**src/rtl/mips_ctrl_pkg.sv**
```systemverilog
// Shared encodings for the multicycle MIPS control unit: opcodes, functs,
// FSM states, instruction classes and datapath select codes.
package mips_ctrl_pkg;

    typedef enum logic [5:0] {
        OP_RTYPE = 6'h00,
        OP_J     = 6'h02,
        OP_BEQ   = 6'h04,
        OP_BGTZ  = 6'h07,
        OP_ADDIU = 6'h09,
        OP_SLTI  = 6'h0A,
        OP_ANDI  = 6'h0C,
        OP_ORI   = 6'h0D,
        OP_LB    = 6'h20,
        OP_LW    = 6'h23,
        OP_SB    = 6'h28,
        OP_SW    = 6'h2B
    } opcode_t;

    typedef enum logic [5:0] {
        FN_JR   = 6'h08,
        FN_ADDU = 6'h21,
        FN_AND  = 6'h24,
        FN_OR   = 6'h25,
        FN_SLT  = 6'h2A
    } funct_t;

    typedef enum logic [2:0] {
        S_FETCH  = 3'd0,
        S_DECODE = 3'd1,
        S_EXEC_1 = 3'd2,
        S_EXEC_2 = 3'd3,
        S_EXEC_3 = 3'd4,
        S_HALTED = 3'd5
    } state_t;

    typedef enum logic [3:0] {
        CLS_RTYPE,
        CLS_JR,
        CLS_IMM,
        CLS_LOAD,
        CLS_STORE,
        CLS_BEQ,
        CLS_BGTZ,
        CLS_J,
        CLS_ILLEGAL
    } instr_class_t;

    // ALU operation codes (4 significant bits)
    localparam logic [3:0] ALU_AND = 4'b0000;
    localparam logic [3:0] ALU_OR  = 4'b0001;
    localparam logic [3:0] ALU_ADD = 4'b0010;
    localparam logic [3:0] ALU_SUB = 4'b0110;
    localparam logic [3:0] ALU_SLT = 4'b0111;

    // ALU B-operand select
    localparam logic [1:0] SRCB_REGB    = 2'b00;
    localparam logic [1:0] SRCB_FOUR    = 2'b01;
    localparam logic [1:0] SRCB_IMM     = 2'b10;
    localparam logic [1:0] SRCB_IMM_SH2 = 2'b11;

    // Next-PC select
    localparam logic [1:0] PCSRC_ALU    = 2'b00;
    localparam logic [1:0] PCSRC_ALUOUT = 2'b01;
    localparam logic [1:0] PCSRC_JUMP   = 2'b10;
    localparam logic [1:0] PCSRC_REGA   = 2'b11;

endpackage

```
**src/rtl/mips_ctrl_decode.sv**
```systemverilog
// Combinational instruction classifier: opcode/funct -> class, legality,
// ALU operation, immediate extension and byte-access flag.
module mips_ctrl_decode
    import mips_ctrl_pkg::*;
(
    input  logic [31:0]  instr,
    output instr_class_t instr_class,
    output logic         legal,
    output logic [3:0]   alu_op,
    output logic         zext,
    output logic         byte_sel
);

    logic [5:0] opcode;
    logic [5:0] funct;
    logic [4:0] rt;

    assign opcode = instr[31:26];
    assign funct  = instr[5:0];
    assign rt     = instr[20:16];

    // Operand fields are consumed by the datapath, not by the control unit.
    logic unused_instr_bits;
    assign unused_instr_bits = ^{instr[25:21], instr[15:6]};

    // Classify the instruction; anything unrecognised stays CLS_ILLEGAL.
    always_comb begin
        instr_class = CLS_ILLEGAL;
        alu_op      = ALU_ADD;
        zext        = 1'b0;
        byte_sel    = 1'b0;
        case (opcode)
            OP_RTYPE: begin
                case (funct)
                    FN_ADDU: begin instr_class = CLS_RTYPE; alu_op = ALU_ADD; end
                    FN_AND:  begin instr_class = CLS_RTYPE; alu_op = ALU_AND; end
                    FN_OR:   begin instr_class = CLS_RTYPE; alu_op = ALU_OR;  end
                    FN_SLT:  begin instr_class = CLS_RTYPE; alu_op = ALU_SLT; end
                    FN_JR:   instr_class = CLS_JR;
                    default: instr_class = CLS_ILLEGAL;
                endcase
            end
            OP_J:     instr_class = CLS_J;
            OP_BEQ:   begin instr_class = CLS_BEQ; alu_op = ALU_SUB; end
            // BGTZ compares regA against $0, so rt must encode register 0.
            OP_BGTZ:  begin
                if (rt == 5'd0) instr_class = CLS_BGTZ;
                alu_op = ALU_SUB;
            end
            OP_ADDIU: begin instr_class = CLS_IMM; alu_op = ALU_ADD; end
            OP_SLTI:  begin instr_class = CLS_IMM; alu_op = ALU_SLT; end
            OP_ANDI:  begin instr_class = CLS_IMM; alu_op = ALU_AND; zext = 1'b1; end
            OP_ORI:   begin instr_class = CLS_IMM; alu_op = ALU_OR;  zext = 1'b1; end
            OP_LB:    begin instr_class = CLS_LOAD;  byte_sel = 1'b1; end
            OP_LW:    instr_class = CLS_LOAD;
            OP_SB:    begin instr_class = CLS_STORE; byte_sel = 1'b1; end
            OP_SW:    instr_class = CLS_STORE;
            default:  instr_class = CLS_ILLEGAL;
        endcase
    end

    assign legal = (instr_class != CLS_ILLEGAL);

endmodule

```
**src/rtl/mips_mc_control.sv**
```systemverilog
// Multicycle MIPS control FSM: FETCH/DECODE/EXEC sequencing with a
// variable-latency memory handshake and halt on a jump to address 0.
module mips_mc_control
    import mips_ctrl_pkg::*;
#(
    parameter int ALUOP_W   = 4,
    parameter int MEM_STALL = 1
) (
    input  logic               clk,
    input  logic               reset,
    input  logic [31:0]        instr,
    input  logic               waitrequest,
    input  logic               pc_is_zero,
    input  logic               alu_zero,
    input  logic               alu_neg,
    output logic               active,
    output logic               ir_write,
    output logic               pc_write,
    output logic               pc_write_cond,
    output logic               iord,
    output logic               alu_src_a,
    output logic               reg_dst,
    output logic               mem_to_reg,
    output logic               reg_write,
    output logic               mem_read,
    output logic               mem_write,
    output logic [1:0]         alu_src_b,
    output logic               zext,
    output logic [ALUOP_W-1:0] alu_op,
    output logic [1:0]         pc_src,
    output logic [3:0]         byte_en,
    output logic               byte_sel,
    output logic [2:0]         state_out
);

    state_t       state_reg, state_next;
    instr_class_t dec_class;
    logic         dec_legal;
    logic [3:0]   dec_alu_op;
    logic         dec_zext;
    logic         dec_byte_sel;
    logic [3:0]   alu_op4;
    logic         stall;

    mips_ctrl_decode u_decode (
        .instr       (instr),
        .instr_class (dec_class),
        .legal       (dec_legal),
        .alu_op      (dec_alu_op),
        .zext        (dec_zext),
        .byte_sel    (dec_byte_sel)
    );

    // With MEM_STALL=0 memory is single-cycle and waitrequest is ignored.
    assign stall = (MEM_STALL != 0) && waitrequest;

    // State register; reset returns to FETCH and aborts any access in flight.
    always_ff @(posedge clk) begin
        if (reset) state_reg <= S_FETCH;
        else       state_reg <= state_next;
    end

    // Next-state and datapath controls; everything defaults to 0.
    always_comb begin
        state_next    = state_reg;
        ir_write      = 1'b0;
        pc_write      = 1'b0;
        pc_write_cond = 1'b0;
        iord          = 1'b0;
        alu_src_a     = 1'b0;
        reg_dst       = 1'b0;
        mem_to_reg    = 1'b0;
        reg_write     = 1'b0;
        mem_read      = 1'b0;
        mem_write     = 1'b0;
        alu_src_b     = SRCB_REGB;
        zext          = 1'b0;
        alu_op4       = ALU_AND;
        pc_src        = PCSRC_ALU;
        byte_sel      = 1'b0;
        active        = !reset && (state_reg != S_HALTED);
        if (!reset) begin
            case (state_reg)
                S_FETCH: begin
                    if (pc_is_zero) begin
                        state_next = S_HALTED;
                    end else begin
                        mem_read = 1'b1;
                        if (!stall) begin
                            ir_write   = 1'b1;
                            pc_write   = 1'b1;
                            alu_src_b  = SRCB_FOUR;
                            alu_op4    = ALU_ADD;
                            state_next = S_DECODE;
                        end
                    end
                end
                S_DECODE: begin
                    // Speculatively compute the branch target into ALUOut.
                    alu_src_b  = SRCB_IMM_SH2;
                    alu_op4    = ALU_ADD;
                    state_next = dec_legal ? S_EXEC_1 : S_HALTED;
                end
                S_EXEC_1: begin
                    state_next = S_EXEC_2;
                    case (dec_class)
                        CLS_RTYPE: begin
                            alu_src_a = 1'b1;
                            alu_op4   = dec_alu_op;
                        end
                        CLS_IMM: begin
                            alu_src_a = 1'b1;
                            alu_src_b = SRCB_IMM;
                            zext      = dec_zext;
                            alu_op4   = dec_alu_op;
                        end
                        CLS_LOAD, CLS_STORE: begin
                            alu_src_a = 1'b1;
                            alu_src_b = SRCB_IMM;
                            alu_op4   = ALU_ADD;
                        end
                        CLS_BEQ, CLS_BGTZ: begin
                            alu_src_a     = 1'b1;
                            alu_op4       = ALU_SUB;
                            pc_src        = PCSRC_ALUOUT;
                            pc_write_cond = (dec_class == CLS_BEQ) ? alu_zero
                                                                   : (!alu_zero && !alu_neg);
                            state_next    = S_FETCH;
                        end
                        CLS_J: begin
                            pc_src     = PCSRC_JUMP;
                            pc_write   = 1'b1;
                            state_next = S_FETCH;
                        end
                        CLS_JR: begin
                            pc_src     = PCSRC_REGA;
                            pc_write   = 1'b1;
                            state_next = S_FETCH;
                        end
                        default: state_next = S_HALTED;
                    endcase
                end
                S_EXEC_2: begin
                    state_next = S_FETCH;
                    case (dec_class)
                        CLS_RTYPE: begin
                            reg_dst   = 1'b1;
                            reg_write = 1'b1;
                        end
                        CLS_IMM: reg_write = 1'b1;
                        CLS_LOAD: begin
                            mem_read   = 1'b1;
                            iord       = 1'b1;
                            byte_sel   = dec_byte_sel;
                            state_next = stall ? S_EXEC_2 : S_EXEC_3;
                        end
                        CLS_STORE: begin
                            mem_write  = 1'b1;
                            iord       = 1'b1;
                            byte_sel   = dec_byte_sel;
                            state_next = stall ? S_EXEC_2 : S_FETCH;
                        end
                        default: state_next = S_FETCH;
                    endcase
                end
                S_EXEC_3: begin
                    mem_to_reg = 1'b1;
                    reg_write  = 1'b1;
                    state_next = S_FETCH;
                end
                S_HALTED: state_next = S_HALTED;
                default:  state_next = S_HALTED;
            endcase
        end
    end

    // Word accesses enable all lanes; byte accesses leave lane choice to the datapath.
    assign byte_en   = ((mem_read || mem_write) && !byte_sel) ? 4'b1111 : 4'b0000;
    assign alu_op    = ALUOP_W'(alu_op4);
    assign state_out = reset ? 3'd0 : state_reg;

endmodule

```
**config.mk**
```make
export PLATFORM = sky130hd
export DESIGN_NAME = mips_mc_control
export DESIGN_NICKNAME = d
export VERILOG_FILES = /design/src/rtl/mips_ctrl_pkg.sv /design/src/rtl/mips_ctrl_decode.sv /design/src/rtl/mips_mc_control.sv
export SDC_FILE = /design/constraint.sdc
export NUM_CORES = 1
export LEC_CHECK = 0
export BUFFER_PORTS_ARGS = -buffer_cell sky130_fd_sc_hd__buf_2
export CORE_MARGIN = 2
export CORE_UTILIZATION = 40
export CTS_CLUSTER_SIZE = 14
export DETAILED_ROUTE_END_ITERATION = 8
export GPL_ROUTABILITY_DRIVEN = 0
export PLACE_DENSITY_LB_ADDON = 0.3
export SLEW_MARGIN = 20
export SYNTH_ARGS = -nofsm -noshare
export SYNTH_HDL_FRONTEND = slang
export SYNTH_HIERARCHICAL = 1
export SYNTH_SLANG_ARGS = --single-unit
export TNS_END_PERCENT = 50
```
**constraint.sdc**
```tcl
create_clock -name clk -period 3.35 [get_ports clk]
set_input_delay 0.335 -clock clk [delete_from_list [all_inputs] [get_ports clk]]
set_output_delay 0.335 -clock clk [all_outputs]
set_load 0.02 [all_outputs]
```
After elaboration in Yosys (flattened, before gate mapping)

Index checks and enable logic that the tools add are counted.

Flip-flop bits (word level): 3
Input port bits: 38
Output and inout port bits: 28
Logic and storage cells: 126

Equal/unequal tests: 30
Multiplexer cells: 68
Reductions and logical operators: 27

Operators by type and width:

| operator             | count |
|---|---|
| $eq A6 B6 Y1 const B | 8 |
| $mux W1              | 39 |
| $eq A6 B4 Y1 const B | 5 |
| $pmux W4 S7          | 1 |
| $pmux W4 S3          | 2 |
| $pmux W4 S5          | 1 |
| $reduce_or A2 Y1     | 9 |
| $eq A4 B3 Y1 const B | 4 |
| $reduce_or A4 Y1     | 4 |
| $mux W3              | 5 |
| $pmux W3 S5          | 1 |
| $mux W2              | 7 |
| $eq A6 B3 Y1 const B | 2 |
| $mux W4              | 3 |
| $pmux W2 S3          | 2 |
| $pmux W3 S2          | 2 |
| $pmux W3 S3          | 1 |
| $eq A4 B2 Y1 const B | 2 |
| $pmux W4 S2          | 1 |
| $eq A3 B2 Y1 const B | 2 |
| $eq A6 B2 Y1 const B | 1 |
| $logic_not A6 Y1     | 1 |
| $ne A3 B3 Y1 const B | 2 |
| $pmux W1 S2          | 3 |
| other kinds (12)     | 17 |

Logic depth before layout (Yosys ltp)

Gate-level depths: netlist (run 1).

Depth after elaboration: 12
Gate-level depth with buffers: 11
Mapped depth without buffers: 8

Hierarchy

Netlist (run 1), hierarchy kept.

Modules (own cells, without submodules):

| module           | instances | cells each | area each (µm²) | seq. area each (µm²) |
|---|---|---|---|---|
| mips_mc_control  | 1         | 97         | 673.1           | 60.1 |
| mips_ctrl_decode | 1         | 70         | 460.4           | 0.0 |

Worst setup path before layout (run 1)

No wires, ideal clock.

Kind: input-to-output
Start: in instr[0]
End: out byte_en[1]
Data arrival time: 2.760 ns
Required time: 3.015 ns
Slack: 0.255 ns
Stages on the path: 8
Buffers on the path: 1
Cells stage by stage: or4b_1 > or3_1 > o32ai_1 > nand3b_1 > and2_1 > a211o_1 > a21oi_1 > buf_4

Longest elaborated chain between the ends: 12
Elaborated cells between the ends (all ways): 24
Classes of those cells: 7 x eq/ne; 12 x mux; 5 x reduce/logical

RTL lines:

| element                                      | RTL line               | RTL |
|---|---|---|
| start, declared                              | mips_mc_control.sv:11  | `input logic [31:0] instr,` |
| $eq A6 B6 Y1                                 | mips_ctrl_decode.sv:34 | `case (funct)` |
| $reduce_or A4 Y1 (no source line)            | -                      |  |
| $pmux W4 S2 (*)                              | mips_ctrl_decode.sv:34 |  |
| $pmux W4 S7 (*)                              | mips_ctrl_decode.sv:32 | `case (opcode)` |
| via dec_class[0]                             | mips_mc_control.sv:37  | `instr_class_t dec_class;` |
| $eq A4 B3 Y1 or $eq A4 B2 Y1 (tied branches) | mips_mc_control.sv:145 | `case (dec_class)` |
| $reduce_or A2 Y1 (no source line)            | -                      |  |
| $mux W1                                      | mips_mc_control.sv:145 |  |
| $mux W1                                      | mips_mc_control.sv:83  | `case (state_reg)` |
| $mux W1                                      | mips_mc_control.sv:82  | `if (!reset) begin` |
| $logic_not A1 Y1                             | mips_mc_control.sv:178 | `assign byte_en = ((mem_read \|\| mem_write) && !byte_sel) ? 4'b1111 : 4'b0000;` |
| $logic_and A1 B1 Y1 (*)                      | mips_mc_control.sv:178 |  |
| $mux W4 (*)                                  | mips_mc_control.sv:178 |  |
| end, declared                                | mips_mc_control.sv:31  | `output logic [3:0] byte_en,` |

The timed path passes the listed nets; every way through them passes the cells marked *.

Worst setup path after layout (run 1)

Start: in instr[1]
End: out alu_op[0]

Longest elaborated chain between the ends: 9
Elaborated cells between the ends (all ways): 22
Classes of those cells: 10 x eq/ne; 7 x mux; 5 x reduce/logical

RTL lines:

| element                                    | RTL line               | RTL |
|---|---|---|
| $eq A6 B6 Y1                               | mips_ctrl_decode.sv:34 |  |
| $reduce_or A4 Y1 (no source line)          | -                      |  |
| $pmux W4 S2 (*)                            | mips_ctrl_decode.sv:34 |  |
| $pmux W4 S7 (*)                            | mips_ctrl_decode.sv:32 |  |
| via dec_class[3]                           | mips_mc_control.sv:37  |  |
| $eq A4 B3 Y1, or another cell as far along | mips_mc_control.sv:106 | `case (dec_class)` |
| $reduce_or A2 Y1, on equally long branches | -                      |  |
| $pmux W4 S3 (*)                            | mips_mc_control.sv:106 |  |
| $pmux W4 S3 (*)                            | mips_mc_control.sv:83  |  |
| $mux W4 (*)                                | mips_mc_control.sv:82  |  |
| end, declared                              | mips_mc_control.sv:29  | `output logic [ALUOP_W-1:0] alu_op,` |

Marks and branches as above.

==> results of run 1 <==
==> per-stage QoR <==
step	std cells	util	setup slack, ns	hold WS (ns)
final	237	0.503	0.149	0.479
after global routing	237	0.503	0.00745	0.490
after CTS	237	0.501	0.142	0.468
after detailed placement	233	0.492	0.153	0.603
after global placement	233	0.492	0.184	0.619
after floorplan	167	-	0.255	0.506
==> worst max-delay path by stage <==
stage	startpoint	to	slack [ns]	cells past startpoint
2_1_floorplan	instr[0]	byte_en[1]	0.26	8
3_3_place_gp	instr[1]	alu_op[0]	0.18	9
3_5_place_dp	instr[1]	alu_op[0]	0.15	9
4_1_cts	instr[1]	alu_op[0]	0.14	9
5_1_grt	instr[1]	alu_op[0]	0.007	9
6_report	instr[1]	alu_op[0]	0.15	9
==> layout by cell type (no fill, tap or decap), types with 3 or more instances in the layout <==
cell	instances
buf_2	49
nor2_1	21
nand2_1	10
a21oi_1	8
o21ai_0	7
nor3_1	7
nor2b_1	7
nand2b_1	6
or3_1	6
nand3_1	5
and2_1	4
nor4_1	4
buf_4	4
inv_1	3
a211oi_1	3
and3b_1	3
clkbuf_4	3
dfxtp_1	3
and3_1	3
==> cell usage after synthesis, drive strengths merged, types with 2 or more instances <==
master / number / area [µm²]
nor4b: 4 / 65.1
inv: 3 / 11.3
nor4: 5 / 46.3
nand4: 2 / 12.5
nand2: 10 / 37.5
nor3: 7 / 35.0
nand2b: 6 / 37.5
nand3: 5 / 25.0
a211oi: 3 / 22.5
buf: 13 / 100
nor3b: 2 / 15.0
o21ai: 7 / 35.0
a31oi: 2 / 12.5
nor2b: 8 / 57.6
xnor2: 2 / 17.5
dfxtp: 3 / 60.1
and3b: 3 / 26.3
and3: 3 / 18.8
a22oi: 2 / 15.0
or3: 6 / 37.5
o32ai: 2 / 17.5
and2: 4 / 25.0
or4: 2 / 18.8
nand3b: 2 / 15.0
or2: 2 / 15.0
o32a: 2 / 20.0
nor2: 21 / 78.8
clkbuf: 5 / 18.8
a21oi: 9 / 45.0
or4b: 2 / 20.0
==> cell families (layout without fill, tap and decap cells) <==
family	after synthesis	in the layout	share of synthesized area
DFF	3	3	0.0530
buffers and inverters	21	60	0.115
AOI/OAI and AO/OA	39	39	0.235
muxes	2	2	0.0188
other	1	1	0.00331
xor gates and xnor gates	3	3	0.0232
and+or+nand+nor	98	98	0.552
==> final cells by class <==
| type | instances | area share |
|---|---|---|
| sequential | 3 | 0.0437 |
| tap | 31 | 0.0282 |
| inverter | 3 | 0.00820 |
| timing repair buffer | 53 | 0.200 |
| clock buffer | 4 | 0.0191 |
| multi-input combinational | 143 | 0.700 |
==> worst max-delay path, stage by stage <==
cell and delay (ns):
buf_2 0.13, or4bb_1 0.49, a311oi_1 0.26, or3_1 0.16, nand3_1 0.14, nand2b_1 0.24, or3_1 0.60, nor4b_4 0.31
buf_2 0.20
==> per-layer routing <==
layer	vias up	GRT usage	wire length (µm)	part of all wire
met5	-	0	0	0
met3	2	0.00680	178	0.062
met1	609	0.244	1300	0.45
met4	0	0.0365	5	0.0017
li1	696	-	-	-
met2	50	0.291	1380	0.48
==> power breakdown <==
| group | internal (mW) | switching, mW | leakage (nW) | total (mW) |
|---|---|---|---|---|
| clock network | 0.0447 | 0.0199 | 0.0150 | 0.0646 |
| registers | 0.0398 | 0.0128 | 0.0248 | 0.0526 |
| logic | 0.0620 | 0.0852 | 0.545 | 0.147 |
| total | 0.147 | 0.118 | 0.585 | 0.264 |
==> results.py, run 1 <==
metrics = {
    "run_status": {
        "status": "complete, no violations",
    },
    "detailed_routing": {
        "detail-route-antenna-nets": 0,
        "drtIter0Drc": 84,
        "wl_um": 2870,
        "vias": 1357,
        "wl_per_cell_um": 12.1,
        "first_pass_iters": 4,
        "drc_errors": 0,
        "vias_per_cell": 5.73,
    },
    "worst_setup_path": {
        "end_kind": "primary output",
        "r2r_cells": 4,
        "worst-endpoint-arrival_ns": 2.87,
        "critPathKind": "in2out",
        "startpoint_type": "primary input",
        "r2r-start": "state_reg[1]",
        "worstReg2RegEnd": "state_reg[2]",
        "cp.required_ns": 3.01,
        "critical_path_peak_fanout": 8,
        "r2r_slack_ns": 1.76,
    },
    "logic_synthesis": {
        "synth_area_mm2": 0.00113,
        "ys_seq_elements": 3,
        "synth_fp_nets": 205,
        "seq_area_frac_synth": 0.0530,
        "syn_area_per_cell_um2": 6.79,
        "synthCells": 167,
        "synth_cell_types": 57,
        "yosys_warnings": 6,
        "synth-edff-count": 0,
        "synth_top_flop_cell": "dfxtp_1",
        "async_flop_share": 0,
    },
    "layout": {
        "nets": 245,
        "diodes": 0,
        "largest_reg_flops": 3,
        "multi_input_area_um2": 962,
        "final_cell_area_mm2": 0.00137,
        "area.sequential_um2": 60.1,
        "area_delta_synth_final_pct": 21.2,
        "drive_gt1_frac": 0.330,
        "fillers": 284,
    },
    "clock_network": {
        "cts.clk_slew.worst_paths_ns": 0.04,
        "postCtsSetupRepairBufs": 0,
        "cts_buffers": 3,
        "htree_levels": 1,
        "clock-sinks": 3,
        "cts_tree": "built",
        "cts_resized": 0,
        "worstSkewPairLatency_ns": 0.23,
        "postCtsHoldBufs": 0,
        "cts_buffer_depth": 2,
        "clock_tree.root_cell": "clkbuf_4",
    },
    "global_routing": {
        "grt_pass1_wl_um": 4740,
        "grt-ovfl-total": 0,
        "grtUsageTotal": 0.172,
        "grt_start_max_net_pins": 19,
        "grt_pass1_vias": 1151,
        "antenna_found_initial": 0,
    },
    "power_and_ir_drop": {
        "total_leakage_power_nw": 0.585,
        "p_total_mw": 0.264,
        "pwr_density_cell_mw_per_mm2": 192,
        "peakVddDrop_mv": 0.246,
    },
    "timing": {
        "rsz0062_at_grt": "false",
        "slew_headroom": 0.654,
        "fin_crit_ns": 3.20,
        "finalHoldViolCount": 0,
        "period_share": 0.956,
        "worst_slew_pin_slew_ns": 0.518,
        "fmax_ghz": 0.312,
        "worst_clock_skew_ns": 0.00246,
        "slew_violations": 0,
        "tns_ns": 0,
        "finalSetupViolations": 0,
    },
    "floorplan": {
        "initial_utilization": 0.415,
        "core-area_mm2": 0.00273,
        "die_w_um": 57.2,
        "die_h_um": 57.2,
        "rows": 19,
        "dieArea_mm2": 0.00328,
        "io_pins": 66,
    },
    "place": {
        "hpwlAfterDp_um": 2230,
        "portBuffers": 49,
        "dpl-instance-area_mm2": 0.00134,
    },
    "hold_path": {
        "min_path_cells": 3,
        "holdCritStartpoint": "waitrequest",
        "hold_class": "in2reg",
        "worstHoldEndpoint": "state_reg[2]",
    },
    "job": {
        "drv_cap": 0,
    },
}
Note: power is estimated with default switching activity, not from simulation.
==> run 2, diff against run 1 <==
==> constraint.sdc (replaced) <==
create_clock -name clk -period 3.4 [get_ports clk]
set_input_delay 0.34 -clock clk [delete_from_list [all_inputs] [get_ports clk]]
set_output_delay 0.34 -clock clk [all_outputs]
set_load 0.02 [all_outputs]
==> results.py, run 2 (synthesis results as in run 1) <==
metrics = {
    "global_routing": {
        "grt_pass1_vias": 1083,
        "grtUsageTotal": 0.161,
        "grt_start_max_net_pins": 19,
        "antenna_found_initial": 0,
        "grt_pass1_wl_um": 4530,
        "grt-ovfl-total": 0,
    },
    "worst_setup_path": {
        "slowest_delay_ns": 0.60,
        "critical_path.cell_chain": "buf_2, or4bb_1, a311oi_1, or3_1, nand3_1, nand2b_1, or3_1, nor4b_4, buf_2",
        "critical_path_peak_fanout": 8,
        "end_kind": "primary output",
        "cp.required_ns": 3.06,
        "worst-endpoint-arrival_ns": 2.86,
        "cpMaxStageDelayCell": "or3_1",
        "critPathKind": "in2out",
        "startpoint_type": "primary input",
    },
    "timing": {
        "period_share": 0.941,
        "slew_violations": 0,
        "worst_clock_skew_ns": 0.00171,
        "setup_slack_ns": 0.201,
        "fin_crit_ns": 3.20,
        "slew_headroom": 0.641,
        "finalHoldViolCount": 0,
        "fmax_ghz": 0.313,
        "worst_slew_pin_slew_ns": 0.538,
        "finalSetupViolations": 0,
        "hold_ws_ns": 0.487,
        "rsz0062_at_grt": "false",
        "tns_ns": 0,
    },
    "floorplan": {
        "die_h_um": 57.2,
        "die_w_um": 57.2,
        "rows": 19,
        "initial_utilization": 0.415,
        "core-area_mm2": 0.00273,
        "io_pins": 66,
        "dieArea_mm2": 0.00328,
    },
    "detailed_routing": {
        "vias": 1336,
        "detail-route-antenna-nets": 0,
        "wl_per_cell_um": 11.9,
        "vias_per_cell": 5.59,
        "drc_errors": 0,
        "drtIter0Drc": 73,
        "wl_um": 2840,
        "first_pass_iters": 4,
    },
    "power_and_ir_drop": {
        "total_leakage_power_nw": 0.595,
        "peakVddDrop_mv": 0.257,
        "pwr_density_cell_mw_per_mm2": 186,
    },
    "job": {
        "drv_cap": 0,
    },
    "place": {
        "dp_slack_ns": 0.210,
        "dpl-instance-area_mm2": 0.00136,
        "hpwlAfterDp_um": 2190,
        "portBuffers": 49,
    },
    "clock_network": {
        "cts.clk_slew.worst_paths_ns": 0.04,
        "clock_tree.root_cell": "clkbuf_4",
        "cts_resized": 0,
        "cts_buffers": 3,
        "postCtsSetupRepairBufs": 0,
        "postCtsHoldBufs": 0,
        "worstSkewPairLatency_ns": 0.23,
        "clock-sinks": 3,
        "htree_levels": 1,
        "cts_tree": "built",
        "cts_buffer_depth": 2,
    },
    "layout": {
        "diodes": 0,
        "drive_gt1_frac": 0.332,
        "final_cell_area_mm2": 0.00139,
        "area_delta_synth_final_pct": 22.2,
        "final_common_cell": "buf_2",
        "final_cell_mix": "buf_2, nor2_1, nand2_1, a21oi_1",
        "nets": 247,
        "largest_reg_flops": 3,
        "final_core_util": 0.507,
    },
    "hold_path": {
        "hold_class": "in2reg",
    },
    "run_status": {
        "status": "complete, no violations",
    },
}
run 2: changes by cell type in the layout (fill, tap and decap cells not counted):
| cell | change |
|---|---|
| a21oi_1 | +1 |
| a21oi_2 | -1 |
| buf_4 | +2 |
run 2: metrics by stage:
| stage | power, mW | cells |
|---|---|---|
| after detailed placement | 0.196 | 235 |
| after floorplan | 0.160 | 167 |
| after CTS | 0.260 | 239 |
| after global placement | 0.196 | 235 |
| after global routing | 0.277 | 239 |
| final | 0.258 | 239 |
run 2: worst max-delay path: cells and delay by family:
family          cells  cell delay, ns
buf+inv             2            0.33
simple gates        6            1.92
compound gates      1            0.27
run 2: area by class of cell:
cell class	instances	area, µm²
clock buffer	4	26.3
fill	298	1350
tap	31	38.8
multi-input combinational	143	958
inverter	3	11.3
sequential	3	60.1
timing repair buffer	55	290
run 2: worst paths after layout:
check	slack (ns)	depth (start not counted)	to	from
worst max-delay path	0.20	9	alu_op[0]	instr[1]
worst min-delay path	0.49	3	state_reg[2]	waitrequest
worst max register to register	1.82	4	state_reg[2]	state_reg[1]
worst min register to register	0.64	1	state_reg[1]	state_reg[2]
run 2: report_power, final:
group,leakage [nW],switching (mW),internal (mW)
clock network,0.0150,0.0175,0.0439
registers,0.0248,0.0129,0.0392
logic,0.555,0.0831,0.0615
run 2: layer usage:
metal | share of wire | global-route usage | vias up
met5 | 0 | 0 | -
met4 | 0 | 0.0199 | 0
met3 | 0.047 | 0.00454 | 0
met2 | 0.47 | 0.273 | 36
met1 | 0.49 | 0.234 | 601
li1 | - | - | 699
==> run 3, diff against run 2 <==
--- a/config.mk
+++ b/config.mk
@@ -5,16 +5,16 @@
 export SDC_FILE = /design/constraint.sdc
 export NUM_CORES = 1
 export LEC_CHECK = 0
-export BUFFER_PORTS_ARGS = -buffer_cell sky130_fd_sc_hd__buf_2
+export ABC_AREA = 1
 export CORE_MARGIN = 2
 export CORE_UTILIZATION = 40
 export CTS_CLUSTER_SIZE = 14
 export DETAILED_ROUTE_END_ITERATION = 8
+export DONT_BUFFER_PORTS = 1
 export GPL_ROUTABILITY_DRIVEN = 0
 export PLACE_DENSITY_LB_ADDON = 0.3
 export SLEW_MARGIN = 20
 export SYNTH_ARGS = -nofsm -noshare
 export SYNTH_HDL_FRONTEND = slang
-export SYNTH_HIERARCHICAL = 1
 export SYNTH_SLANG_ARGS = --single-unit
 export TNS_END_PERCENT = 50
==> results.py, run 3 <==
metrics = {
    "run_status": {
        "status": "complete, no violations",
    },
    "timing": {
        "worst_slew_pin_slew_ns": 0.733,
        "finalHoldViolCount": 0,
        "finalSetupViolations": 0,
        "rsz0062_at_grt": "false",
        "slew_headroom": 0.507,
        "worst_clock_skew_ns": 0.00171,
        "fin_crit_ns": 2.56,
        "tns_ns": 0,
        "slew_violations": 0,
        "period_share": 0.753,
        "fmax_ghz": 0.391,
    },
    "global_routing": {
        "grt_pass1_vias": 1067,
        "grtUsageTotal": 0.185,
        "busiest_layer": "met2",
        "grt-ovfl-total": 0,
        "met3_usage": 0.0226,
        "antenna_found_initial": 0,
        "grt_pass1_wl_um": 4050,
        "grt_start_max_net_pins": 16,
        "use_met1": 0.225,
        "grt_util_met2": 0.338,
    },
    "logic_synthesis": {
        "synth_fp_nets": 228,
        "synth_top_flop_cell": "dfxtp_1",
        "synthMostInstantiatedCell": "nor2_1",
        "seq_area_frac_synth": 0.0629,
        "async_flop_share": 0,
        "yosysTopAreaCell": "nor2_1",
        "synthCells": 190,
        "synth_area_leaders": "nor2_1, nand2_1, inv_1",
        "synth_cell_types": 24,
        "yosys_warnings": 0,
        "synth-edff-count": 0,
        "yosys-top-cells-count": "nor2_1, nand2_1, inv_1, nand3_1",
        "syn_area_per_cell_um2": 5.02,
        "synth.top_cell.area_share": 0.165,
        "ys_seq_elements": 3,
        "synth_area_um2": 955,
    },
    "floorplan": {
        "core-area_mm2": 0.00223,
        "dieArea_mm2": 0.00279,
        "io_pins": 66,
        "die_h_um": 52.9,
        "initial_utilization": 0.427,
        "rows": 17,
        "die_w_um": 52.9,
    },
    "detailed_routing": {
        "wl_per_cell_um": 11.2,
        "vias": 1118,
        "wl_um": 2430,
        "first_pass_iters": 4,
        "drtIter0Drc": 21,
        "vias_per_cell": 5.13,
        "detail-route-antenna-nets": 0,
        "drc_errors": 0,
    },
    "layout": {
        "final_common_cell": "nor2_1",
        "diodes": 0,
        "area_delta_synth_final_pct": 3.67,
        "largest_reg_flops": 3,
        "final_cell_area_um2": 990,
        "nets": 229,
        "final_cell_mix": "nor2_1, nand2_1, inv_1, nand3_1",
        "drive_gt1_frac": 0.179,
    },
    "clock_network": {
        "cts_tree": "built",
        "htree_levels": 1,
        "clock-sinks": 3,
        "cts_resized": 0,
        "cts.clk_slew.worst_paths_ns": 0.04,
        "cts_buffers": 3,
        "postCtsHoldBufs": 0,
        "postCtsSetupRepairBufs": 0,
        "clock_tree.root_cell": "clkbuf_4",
        "cts_buffer_depth": 2,
        "worstSkewPairLatency_ns": 0.23,
    },
    "worst_setup_path": {
        "r2r-start": "state_reg[1]",
        "r2r_slack_ns": 2.06,
        "cpMaxStageDelayCell": "nor3_1",
        "startpoint_type": "flip-flop",
        "critPathKind": "reg2out",
        "crit_path_end": "byte_en[0]",
        "r2r_cells": 8,
        "cp.required_ns": 3.06,
        "worstReg2RegEnd": "state_reg[2]",
        "end_kind": "primary output",
        "slowest_delay_ns": 0.62,
        "critical_path_peak_fanout": 4,
        "critical_path.cell_chain": "inv_1, nor3_2, inv_1, nor3_1, nor2_1, nor2_1, buf_4",
        "worst-endpoint-arrival_ns": 2.22,
        "setup.worst_path.start": "state_reg[1]",
    },
    "power_and_ir_drop": {
        "clkPwrFrac": 0.237,
        "p_sw_mw": 0.134,
        "combPwrFrac": 0.568,
        "peakVddDrop_mv": 0.185,
        "p_int_mw": 0.126,
        "pwr_density_cell_mw_per_mm2": 263,
        "switching_share": 0.517,
        "total_leakage_power_nw": 0.516,
        "seqPwrFrac": 0.194,
        "p_total_mw": 0.260,
    },
    "hold_path": {
        "hold_class": "in2reg",
    },
    "job": {
        "drv_cap": 0,
    },
    "place": {
        "hpwlAfterDp_um": 2130,
        "portBuffers": 0,
        "dpl-instance-area_um2": 963,
    },
}
-- run 3: cell types whose count changed after synthesis, sizes merged, moves of 8 or more --
| cell | delta |
|---|---|
| buf | -9 |
| inv | +34 |
| nand2 | +27 |
| nand3 | +15 |
| nor2 | +31 |
| nor2b | -8 |
-- run 3: worst min path at each step --
| stage | startpoint | end | depth (start not counted) |
|---|---|---|---|
| floorplan | reset | state_reg[2] | 3 |
| global placement | reset | state_reg[1] | 1 |
| detailed placement | reset | state_reg[1] | 1 |
| CTS | reset | state_reg[1] | 1 |
| global route | reset | state_reg[1] | 1 |
| finish | reset | state_reg[1] | 1 |
-- run 3: critical path, delay by kind of cell, from the launching register on --
family	cells	cell delay, ns
simple gates	4	1.15
flops	1	0.35
buf+inv	3	0.49
-- run 3: routing by layer --
metal | part of all wire | vias to the layer above | routed length (µm)
met3 | 0.065 | 0 | 158
met2 | 0.50 | 30 | 1210
met4 | 0 | 0 | 0
li1 | - | 596 | -
met5 | 0 | - | 0
met1 | 0.44 | 492 | 1060
-- run 3: kinds of logic after synthesis --
kind of cell           after synthesis  synth area share
and+or+nand+nor                    125             0.640
DFF                                  3            0.0629
other                                1           0.00393
buffers and inverters               42             0.181
AOI/OAI and AO/OA                   19             0.113
-- run 3: final cells by class --
cell class	instances	area, µm²
Multi-Input combinational cell	145	722
Timing Repair Buffer	1	7.51
Tap cell	28	35.0
Fill cell	257	1240
Clock buffer	4	26.3
Sequential cell	3	60.1
Inverter	37	139
-- run 3: power by group through the flow --
stage,logic (mW),clock network [mW],registers (mW)
after global placement,0.144,0,0.0505
after CTS,0.148,0.0621,0.0504
final,0.148,0.0617,0.0505
after floorplan,0.135,0,0.0493
after global routing,0.167,0.0691,0.0522
after detailed placement,0.147,0,0.0510
-- run 3: per-stage QoR --
stage	util	cells	setup slack, ns	hold WS (ns)
floorplan	-	190	0.994	0.521
global placement	0.431	214	1.07	0.421
detailed placement	0.431	214	1.06	0.419
CTS	0.443	218	0.813	0.183
global route	0.443	218	0.595	0.171
finish	0.443	218	0.840	0.185
